**src/rtl/fifo_param_thr.sv**
```systemverilog
// Synchronous FIFO with runtime-programmable almost-full/almost-empty thresholds
// and sticky overflow/underflow error flags.
module fifo_param_thr #(
  parameter int unsigned DATA_WIDTH = 8,
  parameter int unsigned ADDR_WIDTH = 3
) (
  input  logic                  clk,
  input  logic                  rst,
  input  logic                  wr_en,
  input  logic                  rd_en,
  input  logic [DATA_WIDTH-1:0] data_in,
  input  logic [ADDR_WIDTH:0]   af_thr,
  input  logic [ADDR_WIDTH:0]   ae_thr,
  input  logic                  err_clr,
  output logic [DATA_WIDTH-1:0] data_out,
  output logic                  valid_out,
  output logic [ADDR_WIDTH:0]   fifo_count,
  output logic                  empty,
  output logic                  full,
  output logic                  almost_full,
  output logic                  almost_empty,
  output logic                  overflow,
  output logic                  underflow
);

  localparam int unsigned DEPTH = 1 << ADDR_WIDTH;
  localparam int unsigned CW    = ADDR_WIDTH + 1;

  logic [DATA_WIDTH-1:0] mem [DEPTH];
  logic [ADDR_WIDTH-1:0] wr_ptr;
  logic [ADDR_WIDTH-1:0] rd_ptr;

  logic is_empty_c;
  logic is_full_c;
  logic pop_ok_c;
  logic push_ok_c;
  logic ovf_set_c;
  logic unf_set_c;

  // Acceptance: a pop frees a slot, so a full FIFO can take a push in the same cycle.
  always_comb begin
    is_empty_c = (fifo_count == CW'(0));
    is_full_c  = (fifo_count == CW'(DEPTH));
    pop_ok_c   = rd_en && !is_empty_c;
    push_ok_c  = wr_en && (!is_full_c || pop_ok_c);
    ovf_set_c  = wr_en && is_full_c && !rd_en;
    unf_set_c  = rd_en && is_empty_c;
  end

  // Status flags follow the current occupancy and thresholds.
  always_comb begin
    empty        = is_empty_c;
    full         = is_full_c;
    almost_full  = (fifo_count >= af_thr);
    almost_empty = (fifo_count <= ae_thr);
  end

  // Storage array is intentionally left out of reset.
  always_ff @(posedge clk) begin
    if (!rst && push_ok_c) begin
      mem[wr_ptr] <= data_in;
    end
  end

  always_ff @(posedge clk) begin
    if (rst) begin
      wr_ptr     <= '0;
      rd_ptr     <= '0;
      fifo_count <= '0;
      data_out   <= '0;
      valid_out  <= 1'b0;
    end else begin
      valid_out <= pop_ok_c;
      if (push_ok_c) begin
        wr_ptr <= wr_ptr + ADDR_WIDTH'(1);
      end
      if (pop_ok_c) begin
        data_out <= mem[rd_ptr];
        rd_ptr   <= rd_ptr + ADDR_WIDTH'(1);
      end
      if (push_ok_c && !pop_ok_c) begin
        fifo_count <= fifo_count + CW'(1);
      end else if (pop_ok_c && !push_ok_c) begin
        fifo_count <= fifo_count - CW'(1);
      end
    end
  end

  // Sticky errors: a new error in the clear cycle keeps the flag set.
  always_ff @(posedge clk) begin
    if (rst) begin
      overflow  <= 1'b0;
      underflow <= 1'b0;
    end else begin
      if (ovf_set_c) begin
        overflow <= 1'b1;
      end else if (err_clr) begin
        overflow <= 1'b0;
      end
      if (unf_set_c) begin
        underflow <= 1'b1;
      end else if (err_clr) begin
        underflow <= 1'b0;
      end
    end
  end

endmodule

```
**config.mk**
```make
export PLATFORM = sky130hd
export DESIGN_NAME = fifo_param_thr
export DESIGN_NICKNAME = d
export VERILOG_FILES = /design/src/rtl/fifo_param_thr.sv
export SDC_FILE = /design/constraint.sdc
export NUM_CORES = 1
export LEC_CHECK = 0
export ABC_AREA = 1
export CORE_MARGIN = 2
export CORE_UTILIZATION = 35
export DETAILED_ROUTE_END_ITERATION = 10
export GPL_ROUTABILITY_DRIVEN = 0
export MAX_ROUTING_LAYER = met4
export PLACE_DENSITY_LB_ADDON = 0.12
export SLEW_MARGIN = 15
export SYNTH_ARGS = -nofsm -noshare
export SYNTH_HDL_FRONTEND = slang
export SYNTH_SLANG_ARGS = --single-unit
```
**constraint.sdc**
```tcl
create_clock -name clk -period 2.2 [get_ports clk]
set_clock_uncertainty 0.05 [all_clocks]
set_input_delay 0.44 -clock clk [delete_from_list [all_inputs] [get_ports clk]]
set_output_delay 0.44 -clock clk [all_outputs]
set_load 0.01 [all_outputs]
```
==> flow_summary.json <==
{
  "muxShareOfSynthArea_pct": 0,
  "synthesized_area_fraction_occupied_by_ao_oa_aoi_and_oai_cells_pct": 3.76,
  "initial_core_util_pct": 36.1,
  "crit_required_ns": 1.71,
  "clock_root_buffer": "clkbuf_8",
  "wl_per_cell_microns": 14.7,
  "yosys-top-cells-area": "edfxtp_1 (49%), dfxtp_1 (11%), nand2_1 (10%)",
  "dr_total_vias": 2875,
  "cp_slowest_stage_delay_ns": 0.47,
  "multi_input_area_sq_um": 1240,
  "grt_antenna_before_repair": 0,
  "synthTopCellsByCount": "nand2_1 (106), inv_1 (66), edfxtp_1 (64)",
  "drt_pass1_iterations": 5,
  "synth_warnings": 0,
  "number_of_synthesized_flops_with_an_enable_pin": 64,
  "critPathKind": "primary input to output port",
  "synth.lib_cells_used.distinct": 29,
  "critical_path_arrival_ns": 1.66,
  "worst_setup_path_end_kind": "output port",
  "design.portCount": 40,
  "finalNetCount": 512,
  "worst_ir_drop_vdd_mv": 0.433,
  "insertion_delay_ns": 0.35,
  "place_ws_ns": -0.380,
  "rsz_0062_raised_after_global_routing": "true",
  "setup_total_negative_slack_ns": 0,
  "p_leak_uw": 0.00212,
  "die_width_microns": 110,
  "syn-instance-count": 409,
  "status": "finished, final reports clean",
  "first_global_vias": 2834,
  "critPathMaxFanout": 2,
  "post_dp_hpwl_microns": 6090,
  "sequential_cell_area_sq_um": 2350,
  "route.antenna.remaining_nets": 0,
  "final_hold_violation_count": 0,
  "drcViolationCount": 0,
  "cellPowerDensity_nw_per_um2": 991,
  "final_max_slew_viol_count": 0,
  "max_slew.worst_pin.slew_ns": 0.424,
  "holdCritPathClass": "flip-flop to flip-flop",
  "dieArea_sq_um": 12100,
  "floorplan.die.height_microns": 110,
  "rr_startpoint": "fifo_count[0]",
  "synth.ff_latch_count": 85,
  "drive_above_1_share_pct": 14.5,
  "layout.filler_cells": 1104,
  "r2r_end": "fifo_count[3]",
  "clock.fmax_mhz": 464,
  "timing.hold.worst_path_depth": 2,
  "r2r.worst_path.cells": 15,
  "cts-buffers-inserted": 9,
  "worst_slew_margin_rel_pct": 71.7,
  "post-synth-top-area-fraction_pct": 48.9,
  "cts_hold_buf": 0,
  "ctsHtreeMaxLevel": 3,
  "cts.sink_count": 85,
  "max_cap_violations": 0,
  "numPortBuffers": 39,
  "startpoint_type": "primary input",
  "crit_path_cell_trace": "clkdlybuf4s50_1 -> inv_2 -> ha_4 -> inv_1 -> nor2_1 -> o211ai_1 -> nand3_1 -> buf_2",
  "synthesis.area_per_instance_sq_um": 9.61,
  "cell_with_the_largest_stage_delay_on_the_worst_path": "clkdlybuf4s50_1",
  "synth_most_common_cell": "nand2_1",
  "syn-num-nets": 444,
  "viasPerCell": 4.62,
  "antennaDiodeCount": 0,
  "largest_family_of_logic_cells_by_synthesized_area": "simple AND/OR/NAND/NOR gates",
  "synth_flop_cell": "edfxtp_1",
  "final.setup.worst_slack_ns": 0.0466,
  "async_flop_share_pct": 0,
  "synth_area_sq_um": 3930,
  "yosys.area_share.simple_pct": 21.7,
  "drt_iter0_drc": 100,
  "globalRoute.totalOverflow": 0,
  "seq_total_area_yosys_pct": 59.6,
  "cts.reportedPaths.clkPinSlew_ns": 0.08,
  "synth_fa_ha_area_share_pct": 4.65,
  "min-delay-start": "data_out[4]",
  "syn_to_final_growth_pct": 23.8,
  "routed_wirelength_microns": 9140,
  "worst_hold_endpoint": "data_out[4]",
  "final-setup-viol-count": 0,
  "grt_start_max_net_pins": 35,
  "ff2ff_setup_slack_ns": 0.16,
  "timing.final.crit_share_pct": 97.9,
  "power_uw": 4820,
  "period_minus_slack_ns": 2.15,
  "tritoncts": "yes",
  "core_region_area_sq_um": 10900,
  "final_core_utilization_pct": 44.7,
  "rows": 38,
  "yosys.area_share.xor_xnor_pct": 0.446,
  "synth_top_area_cell": "edfxtp_1",
  "globalRouteTotalUtil_pct": 17.2,
  "grt_first_pass_wirelength_microns": 14600,
  "layoutNonFillerInstCount": 622,
  "clk_path_buf_depth": 2,
  "place.detailed.instances": 604
}
==> repair_timing <==
item / in CTS / in global routing
endpoints found under the setup margin: 3 / 3
gates resized for setup: 11 / 10
buffers inserted: 0 / 2
pin swaps: 2 / 5
==> how the worst max path moves through the flow <==
stage | from | end | slack (ns) | cells after the start
finish | af_thr[1] | almost_full | 0.05 | 8
floorplan | fifo_count[3] | fifo_count[3] | 0.01 | 14
CTS | af_thr[1] | almost_full | 0.006 | 8
detailed placement | ae_thr[1] | almost_empty | -0.38 | 7
global placement | ae_thr[3] | almost_empty | -0.36 | 7
global route | ae_thr[3] | almost_empty | 0.0003 | 7
==> power by group <==
| part | switching, uW | internal [uW] | total [uW] |
|---|---|---|---|
| clock | 551 | 579 | 1130 |
| sequential | 94.8 | 1860 | 1960 |
| combinational | 984 | 754 | 1740 |
| total | 1630 | 3190 | 4820 |
==> routing by layer <==
layer / global-route usage [%] / wire [microns] / part of all wire [%] / vias up
met3: 3.82 / 421 / 4.6 / 18
met2: 26.7 / 4280 / 47 / 66
met5: - / 0 / 0 / -
li1: - / - / - / 1460
met4: 6.69 / 206 / 2.3 / 0
met1: 21.8 / 4230 / 46 / 1331
==> layout by cell type, fill, tap and decap left out, drive strengths merged <==
master	n
nand3b	1
ha	13
nor2	21
clkbuf	14
or2	2
dfxtp	21
nand2	110
and3	1
dlygate4sd2	1
o211ai	1
a21oi	19
dlymetal6s2s	1
nand3	57
o21ai	9
xor2	2
clkdlybuf4s50	35
clkinv	2
inv	71
fa	1
buf	34
clkinvlp	1
edfxtp	64
nand4	1
==> critical path: cells and delay by family <==
| kind | cells | cell delay (ns) |
|---|---|---|
| adder cells (fa/ha/maj) | 1 | 0.20 |
| AO/OA/AOI/OAI | 1 | 0.18 |
| AND/OR/NAND/NOR | 2 | 0.13 |
| buffers and inverters | 4 | 0.72 |
==> through the flow <==
step	hold slack [ns]	area, sq um
after floorplan	0.437	3930
after CTS	0.424	4810
after detailed placement	0.410	4610
final	0.419	4870
after global routing	0.444	4870
after global placement	0.408	4610
==> registers in the layout (all words and copies together), names as in the netlist <==
name        flops
data_out        8
fifo_count      4
mem            64
overflow        1
rd_ptr          3
underflow       1
valid_out       1
wr_ptr          3
==> kinds of logic after synthesis <==
| family | count (synthesis) |
|---|---|
| flops | 85 |
| simple gates | 193 |
| fa+ha+maj | 14 |
| xor+xnor | 2 |
| compound gates | 29 |
| buf+inv | 86 |
==> layout make-up <==
type,instances,share of cell area [%]
Clock inverter,2,0.257
Timing Repair Buffer,71,12.8
Clock buffer,14,4.01
Sequential cell,85,48.3
Multi-Input combinational cell,238,25.4
Tap cell,140,3.60
Inverter,72,5.66
No activity file was read; power rests on OpenSTA's default activity.
